[src/rtl/rx_buffer_rd_sched.sv]
// Read-side scheduler for the ping-pong receive buffer: queues half-complete
// events, requests the DSP, and walks RAM port B through the selected half.
module rx_buffer_rd_sched #(
  parameter int unsigned ADDR_W      = 17,
  parameter int unsigned HALF_LEN    = 52000,
  parameter int unsigned HALF1_BASE  = 54000,
  parameter int unsigned FINE_LEN    = 4800,
  parameter int unsigned COARSE_STEP = 8
) (
  input  logic              clk_50m,
  input  logic              cfg_rst_n,
  input  logic              half_done_0,
  input  logic              half_done_1,
  input  logic              init_rx_slot,
  input  logic              part_syn_start,
  input  logic              rd_ack,
  input  logic [15:0]       send_step,
  input  logic              data_updated,
  output logic [ADDR_W-1:0] rd_addr,
  output logic              rd_active,
  output logic              read_quest,
  output logic              part_syn_en,
  output logic              burst_done,
  output logic              overrun,
  output logic              cur_half
);

  localparam int unsigned OFS_W = ADDR_W + 1;
  localparam logic [OFS_W-1:0] LAST_OFS = OFS_W'(HALF_LEN - 1);
  localparam logic [OFS_W-1:0] FINE_END = OFS_W'(FINE_LEN - 1);

  typedef enum logic [1:0] {IDLE, REQ, RUN, DONE} state_t;

  state_t           state, state_nxt;
  logic [OFS_W-1:0] offset, offset_nxt, stride, step_ext;
  logic             half_nxt;
  logic             addr_load;
  logic             fine_end;
  logic             pend0, pend1;
  logic             order1;  // half 1 is the older pending half
  logic             busy;
  logic             new0, new1, ovr0, ovr1;

  assign step_ext = OFS_W'(send_step);
  assign stride   = part_syn_en ? OFS_W'(1) : OFS_W'(COARSE_STEP);
  assign busy     = (state == REQ) || (state == RUN);
  assign ovr0     = half_done_0 && (pend0 || (busy && !cur_half));
  assign ovr1     = half_done_1 && (pend1 || (busy &&  cur_half));
  assign new0     = half_done_0 && !pend0;
  assign new1     = half_done_1 && !pend1;

  always_ff @(posedge clk_50m or negedge cfg_rst_n) begin
    if (!cfg_rst_n)        state <= IDLE;
    else if (init_rx_slot) state <= IDLE;
    else                   state <= state_nxt;
  end

  always_comb begin
    state_nxt  = state;
    offset_nxt = offset;
    half_nxt   = cur_half;
    addr_load  = 1'b0;
    fine_end   = 1'b0;
    read_quest = 1'b0;
    rd_active  = 1'b0;
    burst_done = 1'b0;
    case (state)
      IDLE: begin
        if (pend0 || pend1) begin
          half_nxt  = (pend0 && pend1) ? order1 : pend1;
          state_nxt = REQ;
        end
      end
      REQ: begin
        read_quest = 1'b1;
        if (rd_ack) begin
          offset_nxt = (step_ext > LAST_OFS) ? LAST_OFS : step_ext;
          addr_load  = 1'b1;
          state_nxt  = RUN;
        end
      end
      RUN: begin
        rd_active = 1'b1;
        if (data_updated) begin
          if (part_syn_en && (offset == FINE_END)) begin
            fine_end   = 1'b1;
            offset_nxt = offset + OFS_W'(1);
            addr_load  = 1'b1;
          end else if (offset + stride > LAST_OFS) begin
            state_nxt = DONE;
          end else begin
            offset_nxt = offset + stride;
            addr_load  = 1'b1;
          end
        end
      end
      DONE: begin
        burst_done = 1'b1;
        state_nxt  = IDLE;
      end
      default: state_nxt = IDLE;
    endcase
  end

  always_ff @(posedge clk_50m or negedge cfg_rst_n) begin
    if (!cfg_rst_n) begin
      offset      <= '0;
      rd_addr     <= '0;
      cur_half    <= 1'b0;
      part_syn_en <= 1'b0;
      pend0       <= 1'b0;
      pend1       <= 1'b0;
      order1      <= 1'b0;
      overrun     <= 1'b0;
    end else if (init_rx_slot) begin
      offset      <= '0;
      rd_addr     <= '0;
      cur_half    <= 1'b0;
      part_syn_en <= 1'b0;
      pend0       <= 1'b0;
      pend1       <= 1'b0;
      order1      <= 1'b0;
      overrun     <= 1'b0;
    end else begin
      offset   <= offset_nxt;
      cur_half <= half_nxt;
      if (addr_load)
        rd_addr <= (half_nxt ? ADDR_W'(HALF1_BASE) : '0) + offset_nxt[ADDR_W-1:0];

      if (state == DONE)       part_syn_en <= 1'b0;
      else if (part_syn_start) part_syn_en <= 1'b1;
      else if (fine_end)       part_syn_en <= 1'b0;

      // A refill arriving while DONE clears the same half keeps it pending.
      if (half_done_0)                        pend0 <= 1'b1;
      else if ((state == DONE) && !cur_half)  pend0 <= 1'b0;
      if (half_done_1)                        pend1 <= 1'b1;
      else if ((state == DONE) && cur_half)   pend1 <= 1'b0;

      if (new0 && new1) order1 <= 1'b0;
      else if (new0)    order1 <= pend1;
      else if (new1)    order1 <= !pend0;

      if (ovr0 || ovr1) overrun <= 1'b1;
    end
  end

endmodule

[config.mk]
export PLATFORM = sky130hd
export DESIGN_NAME = rx_buffer_rd_sched
export DESIGN_NICKNAME = d
export VERILOG_FILES = /design/src/rtl/rx_buffer_rd_sched.sv
export SDC_FILE = /design/constraint.sdc
export NUM_CORES = 1
export LEC_CHECK = 0
export CAP_MARGIN = 20
export CORE_UTILIZATION = 30
export CTS_CLUSTER_SIZE = 12
export DETAILED_ROUTE_END_ITERATION = 6
export PLACE_DENSITY_LB_ADDON = 0.25
export SETUP_SLACK_MARGIN = 0.02
export SLEW_MARGIN = 5
export SYNTH_ARGS = -nofsm -noshare
export SYNTH_HDL_FRONTEND = slang
export SYNTH_SLANG_ARGS = --single-unit
[constraint.sdc]
create_clock -name clk_50m -period 5.17 [get_ports clk_50m]
set_clock_uncertainty 0.15 [all_clocks]
set_input_delay 1.034 -clock clk_50m [delete_from_list [all_inputs] [get_ports clk_50m]]
set_output_delay 1.034 -clock clk_50m [all_outputs]
set_load 0.01 [all_outputs]
==> impl_metrics.tcl <==
set metrics [dict create \
    status "finished with violations" \
    violations "DRC" \
    async_reset_ff_share_pct 100 \
    min_period_over_period_pct 95.1 \
    r2r_cells 21 \
    syn_area_per_cell_um2 8.08 \
    reg2reg_to "rd_addr[14]" \
    cts_tree "done" \
    drv_slew 0 \
    pwr_density_cell_mw_per_mm2 369 \
    synth-simple-area-share_pct 26.1 \
    h-tree-depth 2 \
    crit_buf_inv 2 \
    portBuffers 46 \
    die_area_mm2 0.0126 \
    num_vias 3841 \
    io_pins 47 \
    worstHoldStart "rd_addr[13]" \
    period_needed_ns 4.92 \
    grt_max_degree 44 \
    core_mm2 0.0116 \
    worstReg2RegStart "part_syn_en" \
    avgRoutedWirePerCell_um 19.3 \
    p_leak_nw 1.96 \
    rsz0062_at_grt "true" \
    max_freq_ghz 0.203 \
    clockRootBuffer "clkbuf_16" \
    placed_cells 657 \
    utilization_pct 41.1 \
    nets 564 \
    rrSetupSlack_ns 0.25 \
    clock-sinks 43 \
    grt_pass1_vias 3865 \
    final_common_cell "nand2_1" \
    synth_adder_area_share_pct 6.04 \
    final_cell_mix "50 x nand2_1, 46 x nor2_1, 45 x clkdlybuf4s50_1" \
    die_y_um 112 \
    die_width_um 112 \
    synth_ff_type "dfrtp_1" \
    synth-compound-area-share_pct 27.4 \
    crit_family "compound AO/OA/AOI/OAI gates" \
    hold_depth 2 \
    peakVddDrop_v 0.000152 \
    slowest_stage "dfrtp_1" \
    cp.required_ns 5.23 \
    synth_edf_count 0 \
    via_per_inst 5.76 \
    grt_overflow 0 \
    yosysWarnings 0 \
    synthCells 451 \
    hold_violations 0 \
    routabilityCongestion 0.954 \
    ys_ff_latch 43 \
    startpoint_type "register" \
    drt_iter0_markers 335 \
    dr.pass1.iters 7 \
    cp-end-kind "register" \
    crit_path_max_fanout 10 \
    wl_um 12900 \
    initial_core_util_pct 31.4 \
    clock_path_buffers 2 \
    grtUsageTotal_pct 21.3 \
    max_stage_delay_ns 0.41 \
    ys_seq_area_share_pct 29.5 \
    drv_cap 0 \
    clk_pin_slew_ns 0.07 \
    hold_path.class "register to register" \
    syn_area_mm2 0.00365 \
    n_antenna_cell 0 \
    ant_nets 0 \
    drc 1 \
    cts_buffers 5 \
    setup_viol 0 \
    synth_cell_types 73 \
    crit_type "register to register" \
    synth_nets 492 \
    hpwl_um 9760 \
    drive_above_1_share_pct 17.4 \
    synth_top_family_by_area "compound AO/OA/AOI/OAI gates" \
    antenna_found_initial 0 \
    crit_chain "ha_1 -> ha_2 -> buf_4 -> or3_1 -> o21ai_1 -> a221o_1 -> a22o_1 -> buf_6 -> nand3_2 -> nor4_4 -> mux2i_2 -> o22ai_1 -> a22o_1 -> ha_1 -> a21oi_1 -> nor2_1 -> nand3_1 -> o211ai_2 -> a41oi_2 -> or3_1 -> a311oi_2" \
    holdBufCountCts 0 \
    yosys-mux-area-fraction_pct 2.61 \
    rows 39 \
    min_to "rd_addr[13]" \
    area_growth_pct 31.1 \
    synth-xor-area-share_pct 3.12 \
    fill_cells 1177 \
    clk_latency_ns 0.30 \
    slew_headroom_pct 53.9 \
    grt_first_pass_wirelength_um 20900 \
    final_cells 667 \
    crit_arrival_ns 4.97 \
    fin_setup_tns_ns 0 \
    worst_slew_pin_slew_ns 0.691 \
]
## worst register-to-register path: cells and delay by family (launching register included)
kind                     cells  cell delay, ns
AND/OR/NAND/NOR              6            1.36
buffers and inverters        2            0.31
multiplexers                 1            0.30
AO/OA/AOI/OAI                9            1.56
flip-flops                   1            0.41
adder cells (fa/ha/maj)      3            0.76
## power by group
group	internal [W]	switching, W	leakage (nW)	total, W
clock	0.000231	0.000148	0.0844	0.000379
sequential	0.000386	0.0000509	0.588	0.000437
combinational	0.000376	0.000573	1.29	0.000949
total	0.000993	0.000771	1.96	0.00176
## stage by stage
stage | hold WS [ns] | power, W | instance area, um^2 | worst slack (ns)
6_report | 0.345 | 0.00176 | 4780 | 0.253
5_1_grt | 0.381 | 0.00188 | 4780 | 0.0105
4_1_cts | 0.354 | 0.00173 | 4650 | 0.117
2_1_floorplan | 0.349 | 0.000997 | 3650 | 0.263
3_5_place_dp | 0.337 | 0.00135 | 4480 | 0.0199
3_3_place_gp | 0.321 | 0.00134 | 4480 | 0.170
## registers in the layout, indices dropped and copies added (netlist names)
name         cells
offset          18
state            2
cur_half         1
part_syn_en      1
overrun          1
pend0            1
pend1            1
order1           1
rd_addr         17
## layer usage
layer,GRT usage [%],up-vias,part of all wire (%)
li1,-,1820,-
met5,0,-,0
met3,2.86,19,7.0
met2,33.9,169,46
met1,29.6,1833,45
met4,7.56,0,2.0
## cell type report
type                       instances  area, um^2  area share, %
multi-input combinational        364        2470           51.8
sequential                        43        1080           22.5
timing repair buffer              91         810           16.9
tap                              143         179           3.74
clock buffer                       5         125           2.62
inverter                          18        67.6           1.41
clock inverter                     3        47.5          0.995
## kinds of logic (layout without fill, tap and decap cells)
| kind of cell | Yosys count | in the layout |
|---|---|---|
| AND/OR/NAND/NOR | 180 | 180 |
| adder cells (fa/ha/maj) | 17 | 17 |
| multiplexers | 9 | 9 |
| buffers and inverters | 44 | 117 |
| flip-flops | 43 | 43 |
| AO/OA/AOI/OAI | 145 | 145 |
| XOR/XNOR | 13 | 13 |
## timing repair
action | in CTS | in global routing
setup endpoints to repair | 2 | 7
pin swaps | 0 | 3
gates resized for setup | 1 | 19
setup buffers | 0 | 1
## worst max-delay path by stage
stage / startpoint / to / slack [ns] / cells after the start
floorplan: part_syn_en / rd_addr[15] / 0.26 / 24
global placement: offset[0] / rd_addr[15] / 0.17 / 23
detailed placement: offset[0] / rd_addr[15] / 0.02 / 23
CTS: offset[0] / rd_addr[16] / 0.12 / 24
global route: part_syn_en / rd_addr[16] / 0.01 / 23
finish: part_syn_en / rd_addr[14] / 0.25 / 21
## cells in the mapped netlist (3+ instances only)
cell type / n / area share, %
nor2_1: 46 / 4.7
a211oi_1: 10 / 2.1
dfrtp_1: 43 / 30
nand2b_1: 6 / 1.0
nand2_1: 50 / 5.1
o21a_1: 3 / 0.62
nand4_1: 5 / 0.86
a311oi_1: 4 / 0.96
o211ai_1: 3 / 0.62
ha_1: 16 / 5.5
xor2_1: 4 / 0.96
buf_4: 3 / 0.62
nor2b_1: 11 / 1.9
a31oi_1: 7 / 1.2
nand3b_1: 4 / 0.82
nor4_1: 6 / 1.0
a21o_1: 3 / 0.62
o22ai_1: 6 / 1.0
mux2_2: 4 / 1.2
clkbuf_1: 12 / 1.2
nor3_1: 7 / 0.96
a31o_2: 4 / 0.96
o21ai_0: 37 / 5.1
nand3_1: 13 / 1.8
or3_1: 6 / 1.0
xnor2_1: 9 / 2.2
a21oi_1: 28 / 3.8
nor3b_1: 4 / 0.82
buf_2: 7 / 0.96
and2_1: 4 / 0.69
o31ai_1: 6 / 1.2
a22o_1: 5 / 1.2
buf_1: 3 / 0.31
mux2i_1: 5 / 1.4
inv_1: 18 / 1.9
Note: power is estimated with default switching activity, not from simulation.
